### config.mk
export PLATFORM = sky130hd
export DESIGN_NAME = plab5_mcore_mem_net_resp_ser
export DESIGN_NICKNAME = d
export VERILOG_FILES = /design/src/rtl/plab5_mcore_mem_net_resp_ser.sv
export SDC_FILE = /design/constraint.sdc
export NUM_CORES = 1
export LEC_CHECK = 0
export ABC_CLOCK_PERIOD_IN_PS = 19770
export CAP_MARGIN = 20
export CORE_ASPECT_RATIO = 1.5
export CORE_UTILIZATION = 30
export DETAILED_ROUTE_END_ITERATION = 10
export PLACE_DENSITY_LB_ADDON = 0.3
export SYNTH_ARGS = -nofsm -noshare
export SYNTH_HDL_FRONTEND = slang
export SYNTH_SLANG_ARGS = --single-unit
### constraint.sdc
create_clock -name clk -period 19.77 [get_ports clk]
set_input_delay 4.9425 -clock clk [delete_from_list [all_inputs] [get_ports clk]]
set_output_delay 4.9425 -clock clk [all_outputs]
set_load 0.02 [all_outputs]
### src/rtl/plab5_mcore_mem_net_resp_ser.sv
`default_nettype none
// +--------------------------------------------------------------------------+
// | Module  : plab5_mcore_mem_net_resp_ser                                   |
// | Brief   : Buffered serializer turning bank responses into one-word flits |
// |           Optional: PLAB5_MCORE_MEM_NET_RESP_SCRUB_EN (failed -> 1 flit) |
// | Revision: 1.0                                                            |
// +--------------------------------------------------------------------------+
module plab5_mcore_mem_net_resp_ser #(
  parameter int p_net_src           = 0,
  parameter int p_num_ports         = 4,
  parameter int p_mem_opaque_nbits  = 8,
  parameter int p_data_nbits        = 32,
  parameter int p_cacheline_nwords  = 4,
  parameter int p_net_opaque_nbits  = 4,
  parameter int p_net_srcdest_nbits = 3,
  parameter int p_buf_depth         = 2
) (
  input  logic                                          clk,
  input  logic                                          reset_n,
  input  logic                                          mem_resp_val,
  output logic                                          mem_resp_rdy,
  input  logic                                          mem_resp_domain,
  input  logic                                          mem_resp_burst,
  input  logic [3+p_mem_opaque_nbits+2-1:0]             mem_resp_control,
  input  logic                                          mem_resp_fail,
  input  logic [p_cacheline_nwords*p_data_nbits-1:0]    mem_resp_data,
  output logic                                          net_msg_val,
  input  logic                                          net_msg_rdy,
  output logic                                          net_msg_domain,
  output logic [2*p_net_srcdest_nbits+p_net_opaque_nbits+3+3+p_mem_opaque_nbits+2-1:0] net_msg_control,
  output logic [p_data_nbits-1:0]                       net_msg_data
);

  localparam int c_CN      = 3 + p_mem_opaque_nbits + 2;
  localparam int c_LINE    = p_cacheline_nwords * p_data_nbits;
  localparam int c_IW      = $clog2(p_cacheline_nwords);
  localparam int c_PW      = (p_buf_depth > 1) ? $clog2(p_buf_depth) : 1;
  localparam int c_CW      = $clog2(p_buf_depth + 1);
  localparam int c_NS      = p_net_srcdest_nbits;
  localparam int c_SRC_I   = (p_net_src < p_num_ports) ? p_net_src : 0;
  localparam int c_PLAST_I = p_buf_depth - 1;
  localparam logic [c_NS-1:0] c_SRC       = c_SRC_I[c_NS-1:0];
  localparam logic [c_PW-1:0] c_PTR_LAST  = c_PLAST_I[c_PW-1:0];
  localparam logic [c_CW-1:0] c_DEPTH     = p_buf_depth[c_CW-1:0];
  localparam logic [0:0]      c_ST_IDLE   = 1'b0;
  localparam logic [0:0]      c_ST_SEND   = 1'b1;

  logic [c_CN-1:0]   r_ctrl  [p_buf_depth];
  logic              r_fail  [p_buf_depth];
  logic              r_dom   [p_buf_depth];
  logic              r_burst [p_buf_depth];
  logic [c_LINE-1:0] r_line  [p_buf_depth];

  logic [c_PW-1:0] r_wr_ptr, r_rd_ptr;
  logic [c_CW-1:0] r_count;
  logic [c_CW-1:0] w_count_next;
  logic [c_IW-1:0] r_idx;
  logic [0:0]      r_state, w_state_next;

  logic w_full, w_push, w_hs, w_last, w_pop, w_scrub;
  logic [c_IW-1:0]               w_last_idx;
  logic [c_CN-1:0]               w_h_ctrl;
  logic                          w_h_fail, w_h_dom, w_h_burst;
  logic [c_LINE-1:0]             w_h_line;
  logic [p_net_opaque_nbits-1:0] w_opq;
  logic [p_data_nbits-1:0]       w_word;

  assign w_full       = (r_count == c_DEPTH);
  assign mem_resp_rdy = reset_n & ~w_full;
  assign w_push       = mem_resp_val & mem_resp_rdy;
  assign w_hs         = net_msg_val & net_msg_rdy;

  assign w_h_ctrl  = r_ctrl[r_rd_ptr];
  assign w_h_fail  = r_fail[r_rd_ptr];
  assign w_h_dom   = r_dom[r_rd_ptr];
  assign w_h_burst = r_burst[r_rd_ptr];
  assign w_h_line  = r_line[r_rd_ptr];

`ifdef PLAB5_MCORE_MEM_NET_RESP_SCRUB_EN
  assign w_scrub = w_h_fail;
`else
  assign w_scrub = 1'b0;
`endif

  // Line size is a power of two, so the final burst index is all ones.
  assign w_last_idx = (w_h_burst & ~w_scrub) ? '1 : '0;
  assign w_last     = (r_idx == w_last_idx);
  assign w_pop      = w_hs & w_last;
  assign w_word     = w_scrub ? '0 : w_h_line[r_idx*p_data_nbits +: p_data_nbits];

  // Payload storage needs no reset; occupancy is tracked by the pointers.
  always_ff @(posedge clk) begin
    if (w_push) begin
      r_ctrl[r_wr_ptr]  <= mem_resp_control;
      r_fail[r_wr_ptr]  <= mem_resp_fail;
      r_dom[r_wr_ptr]   <= mem_resp_domain;
      r_burst[r_wr_ptr] <= mem_resp_burst;
      r_line[r_wr_ptr]  <= mem_resp_data;
    end
  end

  always_ff @(posedge clk or negedge reset_n) begin
    if (!reset_n) begin
      r_wr_ptr <= '0;
      r_rd_ptr <= '0;
      r_count  <= '0;
      r_idx    <= '0;
    end else begin
      if (w_push) r_wr_ptr <= (r_wr_ptr == c_PTR_LAST) ? '0 : r_wr_ptr + 1'b1;
      if (w_pop)  r_rd_ptr <= (r_rd_ptr == c_PTR_LAST) ? '0 : r_rd_ptr + 1'b1;
      r_count <= w_count_next;
      if (w_pop)     r_idx <= '0;
      else if (w_hs) r_idx <= r_idx + 1'b1;
    end
  end

  always_comb begin
    w_count_next = r_count;
    if (w_push && !w_pop)      w_count_next = r_count + 1'b1;
    else if (!w_push && w_pop) w_count_next = r_count - 1'b1;
  end

  // FSM: state register
  always_ff @(posedge clk or negedge reset_n) begin
    if (!reset_n) r_state <= c_ST_IDLE;
    else          r_state <= w_state_next;
  end

  // FSM: next state
  always_comb begin
    w_state_next = c_ST_IDLE;
    if (w_count_next != '0) w_state_next = c_ST_SEND;
  end

  // FSM: outputs, all fields zeroed while no flit is offered
  always_comb begin
    w_opq                = '0;
    w_opq[c_IW-1:0]      = r_idx;
    net_msg_val          = 1'b0;
    net_msg_domain       = 1'b0;
    net_msg_control      = '0;
    net_msg_data         = '0;
    if (r_state == c_ST_SEND) begin
      net_msg_val     = 1'b1;
      net_msg_domain  = w_h_dom;
      net_msg_control = {w_h_ctrl[c_CN-4 -: c_NS], c_SRC, w_opq,
                         w_h_dom, w_h_fail, w_last, w_h_ctrl};
      net_msg_data    = w_word;
    end
  end

endmodule
`default_nettype wire
Word level (Yosys, flattened, before mapping)
Memories as Yosys holds them, arrays and structs flattened.
Index checks and enable logic that the tools add are counted.
{"block": "classes", "n_addsub": 5, "mul": 0, "n_div": 0, "magnitude_cmp": 0, "n_eq_ne": 2, "n_shift": 1, "muxes": 14, "n_bitwise": 5, "n_reduce_logical": 6}
{"operator": "128-bit by 8-bit variable part select with 32-bit output", "n": 1}
{"operator": "32-bit 2-to-1 mux", "n": 1}
{"operator": "26-bit 2-to-1 mux", "n": 1}
{"operator": "2-bit 2-to-1 mux", "n": 5}
{"operator": "1-bit 2-to-1 mux", "n": 7}
{"operator": "2-bit by 1-bit adder with 2-bit output, second input constant", "n": 2}
{"operator": "1-bit AND", "n": 4}
{"operator": "2-bit nonzero test", "n": 2}
{"operator": "1-bit adder, second input constant", "n": 2}
{"operator": "2-bit equality test", "n": 1}
{"operator": "2-bit equality test, second input constant", "n": 1}
{"operator": "1-bit logical AND", "n": 2}
{"operator": "1-bit logical NOT", "n": 2}
{"operator": "2-bit by 1-bit subtractor with 2-bit output, second input constant", "n": 1}
{"operator": "1-bit inverter", "n": 1}
{"block": "totals", "register_bits": 7, "latchBits": 0, "ram_bits": 288, "romBits": 0, "in_bits": 148, "out_inout_bits": 61, "word_cells": 43, "n_memories": 5}
{"name": "r_line", "depth": 2, "width": 128, "read_ports": 1, "rd_ports_with_merged_regs": 0, "write_ports": 1, "line_no": "52", "rtl": "logic [c_LINE-1:0] r_line [p_buf_depth];"}
{"name": "r_ctrl", "depth": 2, "width": 13, "read_ports": 1, "rd_ports_with_merged_regs": 0, "write_ports": 1, "line_no": "48", "rtl": "logic [c_CN-1:0] r_ctrl [p_buf_depth];"}
{"name": "r_burst", "depth": 2, "width": 1, "read_ports": 1, "rd_ports_with_merged_regs": 0, "write_ports": 1, "line_no": "51", "rtl": "logic r_burst [p_buf_depth];"}
{"name": "r_dom", "depth": 2, "width": 1, "read_ports": 1, "rd_ports_with_merged_regs": 0, "write_ports": 1, "line_no": "50", "rtl": "logic r_dom [p_buf_depth];"}
{"name": "r_fail", "depth": 2, "width": 1, "read_ports": 1, "rd_ports_with_merged_regs": 0, "write_ports": 1, "line_no": "49", "rtl": "logic r_fail [p_buf_depth];"}

Logic depth before layout (Yosys ltp)
Gate-level depths: netlist of run 1.
{"block": "logic_depth", "word_depth": 10, "depth_mapped": 6, "ltp_nobuf": 6}

Worst setup path after synthesis of run 1
No wires, ideal clock.
{"block": "synth_timing", "path_kind": "input-to-reg", "start": "in reset_n", "end": "mem r_burst[0], enable pin", "setup_time_ps": 650, "arrival_time_ps": 11680, "required_ps": 19120, "path_slack_ps": 7440, "stages": 3, "n_path_buf": 0, "path_cell_list": "nor2b_1 -> nand2_1 -> nor2_1"}
{"block": "synth_via", "elab_chain_cells": 4}
{"element": "start, declared", "line_no": "19", "rtl": "input logic reset_n,"}
{"element": "1-bit AND", "line_no": "69", "rtl": "assign mem_resp_rdy = reset_n & ~w_full;"}
{"element": "1-bit AND", "line_no": "70", "rtl": "assign w_push = mem_resp_val & mem_resp_rdy;"}
{"element": "1-bit 2-to-1 mux", "line_no": "93", "rtl": "if (w_push) begin"}
{"element": "1-bit 2-to-1 mux (not written as such)", "line_no": "97", "rtl": "r_burst[r_wr_ptr] <= mem_resp_burst;"}
{"element": "end, declared", "line_no": "51"}
No other way between the ends.

Worst setup path in the final report of run 1
{"block": "layout_timing", "start": "in reset_n", "end": "out mem_resp_rdy"}
{"block": "layout_via", "elab_chain_cells": 1}
{"element": "1-bit AND", "line_no": "69"}
{"element": "end, declared", "line_no": "21", "rtl": "output logic mem_resp_rdy,"}
No other way between the ends.

==> impl_metrics.csv, run 1 <==
group,metric,value,unit
pwr,p_switching,631,uW
pwr,comb_power_share,0.340,
grt,grt_pass1_vias,6221,
critical_path,path_max_fanout,8,
die,start_util,0.305,
critical_path,required,14.83,ns
pwr,seq_power_share,0.404,
finish,stdcell_count,1247,
critical_path,r2r_cells,6,
critical_path,crit_path_start_kind,"input port",
worst_hold_path,whs_endpoint,"r_count[0]",
timing,fin_skew,0.00954,ns
critical_path,r2r_setup_slack,16.68,ns
logic_synthesis,ys_warn_count,0,
route,met2_length,13600,microns
logic_synthesis,synth_top_family_by_area,"multiplexers",
critical_path,r2r_end,"r_line[0][98]",
route,vias_per_cell,4.46,
die,die_h,242,microns
worst_hold_path,hold_start,"r_count[0]",
pwr,swShare,0.303,
worst_hold_path,hold_class,"register to register",
logic_synthesis,seq_area_frac_synth,0.767,
route,wl_per_cell,19.1,microns
timing,fmax,0.0869,GHz
placed_design,gp_congestion,0.671,
finish,fillers,3432,
clock_network,cts_made_buffers,29,
pwr,pwr-share-clk,0.256,
logic_synthesis,synth.distinct_cells,33,
timing,fin_crit_sh,0.582,
logic_synthesis,synthSimpleGateAreaFrac,0.0344,
placed_design,port_buffers,203,
finish,diodes,0,
grt,grt-ovfl-total,0,
clock_network,root_buffer,"clkbuf_16",
grt,grt_pass1_wl,36200,microns
logic_synthesis,synth_mux_area_frac,0.170,
die,dieArea,39100,sq um
route,drtIter0Drc,213,
route,first_pass_iters,4,
die,fp.coreArea,37700,sq um
timing,setup_violations,0,
timing,setup_tns,0,ns
critical_path,critPathKind,"input port to output pin",
die,die_w,162,microns
placed_design,hpwl,15100,microns
critical_path,r2r_start,"r_count[0]",
clock_network,clock_path_buffers,3,
clock_network,tritoncts,"yes",
clock_network,cts_num_sinks,295,
route,drcViolationCount,0,
critical_path,cp.arrival,6.56,ns
pwr,ir_drop,99.5,uV
logic_synthesis,synthAdderAreaFrac,0.00196,
clock_network,clkSlewWorstSetupHoldPaths,0.06,ns
timing,holdWs,0.526,ns
clock_network,cts_resized,0,
critical_path,end_kind,"output pin",
clock_network,clkLatencyLatePin,0.54,ns
route,vias,5557,
route,dr_wl_met3,1130,microns
timing,max_slew_margin,0.323,
finish,nets,885,
route,wirelength_met1,8720,microns
finish,areaGrowthSynthToFinish,30.2,%
route,ant_nets,0,
route,highest_layer,"met4",
timing,hold_violations,0,
route,wirelength,23900,microns
grt,grt_max_degree,72,
clock_network,postCtsSetupBuffers,0,
pwr,power.density,139,nW/um^2
logic_synthesis,synth_cells,525,
timing,worst_pin_slew,1.02,ns
timing,timing.final.max_slew_violations,0,
logic_synthesis,ys_seq_elements,295,
placed_design,dp.cells,1194,
logic_synthesis,synth_xor_area_frac,0.00446,
pwr,leakagePower,0.00487,uW
clock_network,h-tree-depth,1,
die,fp-row-count,87,
timing,period_minus_slack,11.50,ns
grt,grtUsageTotal,0.123,
die,io_pins,209,
clock_network,ctsHoldBuffers,0,
pwr,power.internal,1450,uW
worst_hold_path,hold_path_depth,1,
finish,drive_above_1_share,0.168,
outcome,status,"finished, final reports clean",
logic_synthesis,synth_compound_area_frac,0.00424,
logic_synthesis,synth_area,11500,sq um
job,maxCapViolCount,0,
logic_synthesis,syn_area_per_cell,21.9,sq um
timing,rsz0062_at_grt,"no",
grt,antenna_found_initial,0,
how the worst max path moves through the flow:
stage	start	to	depth (start not counted)	slack, ns
after floorplan	reset_n	r_burst[0]	3	7.44
after global placement	reset_n	mem_resp_rdy	3	8.28
after detailed placement	reset_n	mem_resp_rdy	3	8.27
after CTS	reset_n	mem_resp_rdy	3	8.25
after global routing	reset_n	mem_resp_rdy	3	8.16
final	reset_n	mem_resp_rdy	3	8.27
layout make-up:
type	instances	area [sq um]	share of cell area
Timing Repair Buffer	212	2100	0.140
Inverter	2	7.51	0.000501
Clock inverter	19	175	0.0117
Multi-Input combinational cell	196	2510	0.167
Clock buffer	34	744	0.0497
Tap cell	489	612	0.0408
Sequential cell	295	8830	0.590
cells in the mapped netlist, drive strengths merged:
cell     count  area, sq um
edfxtp     288         8650
mux4        64         1440
mux2i       49          515
nor2b       48          300
buf         25          150
clkbuf      11         41.3
dfrtp        7          175
nand2        6         22.5
and2         3         18.8
xnor2        3         26.3
inv          2         7.51
o21ai        2         10.0
o22ai        2         18.8
xor2         2         25.0
a21oi        1         5.00
a311oi       1         15.0
and3         1         6.26
and4b        1         10.0
conb         1         3.75
ha           1         12.5
maj3         1         10.0
nand2b       1         6.26
nand3        1         5.00
nand4        1         6.26
nand4bb      1         11.3
nor2         1         3.75
nor3         1         5.00
cell families (layout without fill, tap and decap cells):
family / Yosys count / count (layout)
buffers and inverters: 38 / 267
multiplexers: 113 / 113
other: 1 / 5
AO/OA/AOI/OAI: 6 / 6
flip-flops: 295 / 295
XOR/XNOR: 5 / 5
adder cells (fa/ha/maj): 2 / 2
AND/OR/NAND/NOR: 65 / 65
worst max-delay path, stage by stage:
cell and delay, ns:
clkdlybuf4s50_1 0.71, nor2b_1 0.27, clkdlybuf4s50_1 0.64
placed cells by master, fill, tap and decap left out, drive strengths merged, types with 2 or more instances in the layout:
cell type	n
edfxtp	288
clkdlybuf4s50	203
mux4	64
mux2i	49
nor2b	48
clkbuf	34
clkinv	13
buf	9
dfrtp	7
nand2	6
conb	5
xnor2	3
and2	3
clkinvlp	3
bufinv	3
inv	2
o21ai	2
xor2	2
o22ai	2
registers in the layout, summed over array words and instances (netlist names):
register  count
r_state       1
r_wr_ptr      1
r_burst       2
r_ctrl       26
r_idx         2
r_dom         2
r_fail        2
r_line      256
r_count       2
r_rd_ptr      1
through the flow:
| stage | power (uW) | area, sq um | setup WS (ns) | utilization |
|---|---|---|---|---|
| finish | 2080 | 15000 | 8.27 | 0.398 |
| detailed placement | 1590 | 14100 | 8.27 | 0.373 |
| global placement | 1580 | 14100 | 8.28 | 0.373 |
| global route | 2190 | 15000 | 8.16 | 0.398 |
| floorplan | 1310 | 11500 | 7.44 | - |
| CTS | 2130 | 15000 | 8.25 | 0.398 |
metal layers:
layer / GRT usage / vias up
li1: - / 2541
met1: 0.130 / 2845
met2: 0.240 / 142
met3: 0.0223 / 29
met4: 0.0391 / 0
met5: 0 / -
power by group through the flow:
| stage | combinational, uW | sequential (uW) | clock [uW] |
|---|---|---|---|
| 4_1_cts | 729 | 845 | 552 |
| 3_5_place_dp | 727 | 858 | 0 |
| 2_1_floorplan | 489 | 820 | 0 |
| 6_report | 708 | 841 | 534 |
| 5_1_grt | 762 | 853 | 573 |
| 3_3_place_gp | 726 | 854 | 0 |
Power figures use the tool's default switching activity.
==> run 2: changes to the inputs <==
ABC_CLOCK_PERIOD_IN_PS = 9200   (was 19770)
clock period = 9.2 ns   (was 19.77 ns; I/O delays follow)
==> impl_metrics.csv, run 2 (synthesis results as in run 1) <==
group,metric,value,unit
die,start_util,0.305,
finish,regMostFlops,"r_line",
clock_network,cts_made_buffers,29,
die,fp-row-count,87,
outcome,status,"finished, final reports clean",
timing,timing.final.max_slew_violations,0,
timing,period_minus_slack,6.18,ns
critical_path,required,6.90,ns
finish,areaGrowthSynthToFinish,30.5,%
grt,grt_pass1_vias,6204,
clock_network,clock_path_buffers,3,
timing,fin_skew,0.00740,ns
grt,grt_pass1_wl,36400,microns
clock_network,cts_resized,0,
critical_path,end_kind,"output pin",
finish,fin_util,0.399,
route,ant_nets,0,
timing,setup_tns,0,ns
critical_path,crit_path_start_kind,"input port",
clock_network,clkSlewWorstSetupHoldPaths,0.06,ns
timing,hold_violations,0,
placed_design,dp.cells,1194,
clock_network,root_buffer,"clkbuf_16",
finish,nets,885,
pwr,leakagePower,0.00489,uW
timing,setup_violations,0,
grt,grt_max_degree,71,
finish,layout_common_cells,"edfxtp_1 (288), clkdlybuf4s50_1 (203), mux4_2 (64)",
critical_path,r2r_start,"r_count[0]",
die,die_w,162,microns
clock_network,clkLatencyLatePin,0.56,ns
placed_design,gp_congestion,0.698,
timing,max_slew_margin,0.340,
timing,worst_pin_slew,0.990,ns
critical_path,r2r_setup_slack,6.28,ns
timing,fmax,0.162,GHz
route,vias,5596,
clock_network,tritoncts,"yes",
grt,grtUsageTotal,0.126,
finish,stdcell_count,1249,
die,fp.coreArea,37700,sq um
timing,fin_crit_sh,0.672,
finish,drive_above_1_share,0.166,
route,vias_per_cell,4.48,
clock_network,cts_num_sinks,295,
placed_design,hpwl,15400,microns
route,drtIter0Drc,224,
job,maxCapViolCount,0,
route,wl_per_cell,19.6,microns
timing,fin_ws,3.02,ns
finish,final_common_cell,"edfxtp_1",
die,dieArea,39100,sq um
placed_design,port_buffers,203,
route,drcViolationCount,0,
clock_network,ctsHoldBuffers,0,
die,io_pins,209,
timing,holdWs,0.537,ns
finish,largest_reg_flops,256,
grt,grt-ovfl-total,0,
critical_path,cp.arrival,3.88,ns
critical_path,crit_start,"reset_n",
critical_path,path_max_fanout,8,
die,die_h,242,microns
critical_path,crit_end,"mem_resp_rdy",
pwr,power.density,301,nW/um^2
clock_network,h-tree-depth,1,
timing,rsz0062_at_grt,"no",
worst_hold_path,hold_path_depth,1,
pwr,ir_drop,184,uV
placed_design,pre_cts_ws,3.00,ns
grt,antenna_found_initial,2,
finish,fillers,3456,
route,first_pass_iters,4,
worst_hold_path,hold_class,"register to register",
finish,reg_top3,"r_line x256, r_ctrl x26",
clock_network,postCtsSetupBuffers,0,
critical_path,r2r_end,"r_line[0][64]",
critical_path,critPathKind,"input port to output pin",
route,wirelength,24500,microns
critical_path,r2r_cells,6,
[run 2: changes by cell type in the layout (fill, tap and decap cells not counted), sizes merged]
cell | before | now
clkbuf | 34 | 35
diode | 0 | 1
bufinv | 3 | 4
clkinvlp | 3 | 2
clkinv | 13 | 11
inv | 2 | 4
[run 2: per-stage QoR]
stage | total power (uW) | area, sq um
floorplan | 2800 | 11500
global placement | 3400 | 14100
detailed placement | 3410 | 14100
CTS | 4620 | 15000
global route | 4750 | 15000
finish | 4520 | 15000
[run 2: worst max-delay path, stage by stage]
cell and delay (ns):
clkdlybuf4s50_1 0.68, nor2b_1 0.26, clkdlybuf4s50_1 0.64
[run 2: worst min path at each step]
stage                          start          to  slack (ns)
final                     r_count[0]  r_count[0]        0.54
after global routing      r_count[0]  r_count[0]        0.57
after CTS                 r_count[0]  r_count[0]        0.53
after detailed placement  r_count[0]  r_count[0]        0.52
after global placement    r_count[0]  r_count[0]        0.52
after floorplan             r_wr_ptr    r_wr_ptr        0.48
[run 2: layout make-up]
class | instances | area (sq um) | share of cell area
multi-input cells | 196 | 2510 | 0.167
repair buffers | 212 | 2100 | 0.140
clock inverters | 19 | 204 | 0.0136
inverters | 2 | 7.51 | 0.000500
well taps | 489 | 612 | 0.0408
flip-flops and latches | 295 | 8830 | 0.588
clock buffers | 35 | 748 | 0.0498
diodes | 1 | 2.50 | 0.000167
[run 2: metal layers]
metal / part of all wire / up-vias / GRT usage / routed length (microns)
met5: 0.00037 / - / 0 / 9
met4: 0.026 / 2 / 0.0508 / 628
met3: 0.044 / 33 / 0.0218 / 1080
met2: 0.57 / 139 / 0.244 / 14100
met1: 0.36 / 2878 / 0.130 / 8680
li1: - / 2544 / - / -
[run 2: power breakdown]
part	total [uW]	switching (uW)	leakage, uW	internal, uW
Sequential	1780	105	0.00271	1680
Clock	1190	494	0.000460	692
Combinational	1550	768	0.00171	783
Total	4520	1370	0.00489	3150
==> run 3: changes to the inputs <==
ABC_CLOCK_PERIOD_IN_PS = 6300   (was 9200)
clock period = 6.3 ns   (was 9.2 ns; I/O delays follow)
==> impl_metrics.csv, run 3 (synthesis results as in run 1) <==
group,metric,value,unit
finish,nets,884,
critical_path,critPathKind,"register to output pin",
grt,grt_pass1_vias,6191,
timing,fmax,0.210,GHz
worst_hold_path,hold_path_depth,1,
route,drcViolationCount,0,
die,start_util,0.305,
critical_path,r2r_setup_slack,3.75,ns
critical_path,r2r_cells,5,
clock_network,clkSlewWorstSetupHoldPaths,0.06,ns
grt,grt-ovfl-total,0,
finish,regMostFlops,"r_line",
route,vias_per_cell,4.48,
pwr,leakagePower,0.00486,uW
clock_network,cts_num_sinks,295,
grt,grt_max_degree,82,
critical_path,cp.arrival,3.19,ns
placed_design,gp_congestion,0.691,
timing,hold_violations,0,
finish,final_common_cell,"edfxtp_1",
grt,antenna_found_initial,0,
clock_network,ctsHoldBuffers,0,
finish,drive_above_1_share,0.161,
finish,layout_common_cells,"edfxtp_1 (288), clkdlybuf4s50_1 (203), mux4_2 (64)",
timing,period_minus_slack,4.77,ns
outcome,status,"finished, final reports clean",
critical_path,path_max_fanout,24,
route,wl_per_cell,18.6,microns
critical_path,r2r_end,"r_line[1][1]",
die,io_pins,209,
timing,timing.final.max_slew_violations,0,
timing,setup_violations,0,
job,maxCapViolCount,0,
critical_path,required,4.72,ns
timing,fin_crit_sh,0.757,
pwr,power.density,432,nW/um^2
clock_network,root_buffer,"clkbuf_16",
placed_design,post_dp_cell_area,14100,sq um
die,die_h,242,microns
die,fp.coreArea,37700,sq um
route,wirelength,23200,microns
route,ant_nets,0,
pwr,ir_drop,258,uV
critical_path,r2r_start,"r_count[0]",
die,dieArea,39100,sq um
placed_design,hpwl,14700,microns
route,vias,5584,
clock_network,clkLatencyLatePin,0.55,ns
finish,postLayoutCellArea,15000,sq um
worst_hold_path,hold_start,"r_count[0]",
worst_hold_path,whs_endpoint,"r_count[0]",
worst_hold_path,hold_class,"register to register",
clock_network,tritoncts,"yes",
finish,fin_util,0.398,
placed_design,port_buffers,203,
timing,rsz0062_at_grt,"no",
finish,fillers,3448,
clock_network,cts_made_buffers,28,
route,first_pass_iters,4,
finish,reg_top3,"r_line x256, r_ctrl x26",
clock_network,postCtsSetupBuffers,0,
critical_path,crit_path_start_kind,"register",
finish,areaGrowthSynthToFinish,30.2,%
timing,fin_skew,0.00567,ns
timing,worst_pin_slew,0.913,ns
clock_network,cts_resized,0,
grt,grt_pass1_wl,35800,microns
critical_path,end_kind,"output pin",
clock_network,clock_path_buffers,3,
route,drtIter0Drc,179,
finish,largest_reg_flops,256,
timing,max_slew_margin,0.392,
grt,grtUsageTotal,0.121,
clock_network,h-tree-depth,1,
timing,setup_tns,0,ns
die,fp-row-count,87,
die,die_w,162,microns
## run 3: layout make-up
cell class,instances,area [sq um],share of cell area
Timing Repair Buffer,212,2140,0.143
Inverter,2,7.51,0.000501
Antenna cell,1,2.50,0.000167
Clock inverter,18,134,0.00894
Multi-Input combinational cell,196,2510,0.167
Sequential cell,295,8830,0.590
Clock buffer,33,741,0.0495
Tap cell,489,612,0.0409
## run 3: routing by layer
metal | up-vias | track usage | part of all wire
met5 | - | 0 | 0
met4 | 0 | 0.0425 | 0.024
met3 | 34 | 0.0202 | 0.044
met2 | 142 | 0.230 | 0.56
met1 | 2861 | 0.133 | 0.37
li1 | 2547 | - | -
## run 3: where the power goes
part / switching, uW / total, uW / leakage (uW) / internal, uW
combinational: 1030 / 2190 / 0.00172 / 1160
sequential: 234 / 2680 / 0.00271 / 2440
clock: 692 / 1610 / 0.000424 / 915
total: 1960 / 6480 / 0.00486 / 4520
## run 3: worst max-delay path by stage
| stage | startpoint | to | slack (ns) | cells after the start |
|---|---|---|---|---|
| after global placement | reset_n | mem_resp_rdy | 1.54 | 3 |
| final | r_rd_ptr | net_msg_data[5] | 1.53 | 5 |
| after CTS | r_rd_ptr | net_msg_data[5] | 1.43 | 5 |
| after detailed placement | reset_n | mem_resp_rdy | 1.51 | 3 |
| after global routing | r_rd_ptr | net_msg_data[31] | 1.34 | 5 |
| after floorplan | reset_n | r_burst[1] | 0.36 | 2 |
## run 3: worst max-delay path, stage by stage, from the launching register on
cell,delay (ns)
dfrtp_4,0.75
buf_4,0.47
mux4_2,0.59
mux2i_1,0.16
nor2b_1,0.06
clkdlybuf4s50_1,0.57
## run 3: metrics by stage
| stage | hold slack (ns) | setup slack [ns] | cells | total power [uW] |
|---|---|---|---|---|
| global placement | 0.510 | 1.54 | 1194 | 4960 |
| floorplan | 0.481 | 0.363 | 529 | 4090 |
| global route | 0.572 | 1.34 | 1245 | 6790 |
| finish | 0.526 | 1.53 | 1246 | 6480 |
| CTS | 0.538 | 1.43 | 1245 | 6600 |
| detailed placement | 0.526 | 1.51 | 1194 | 4980 |
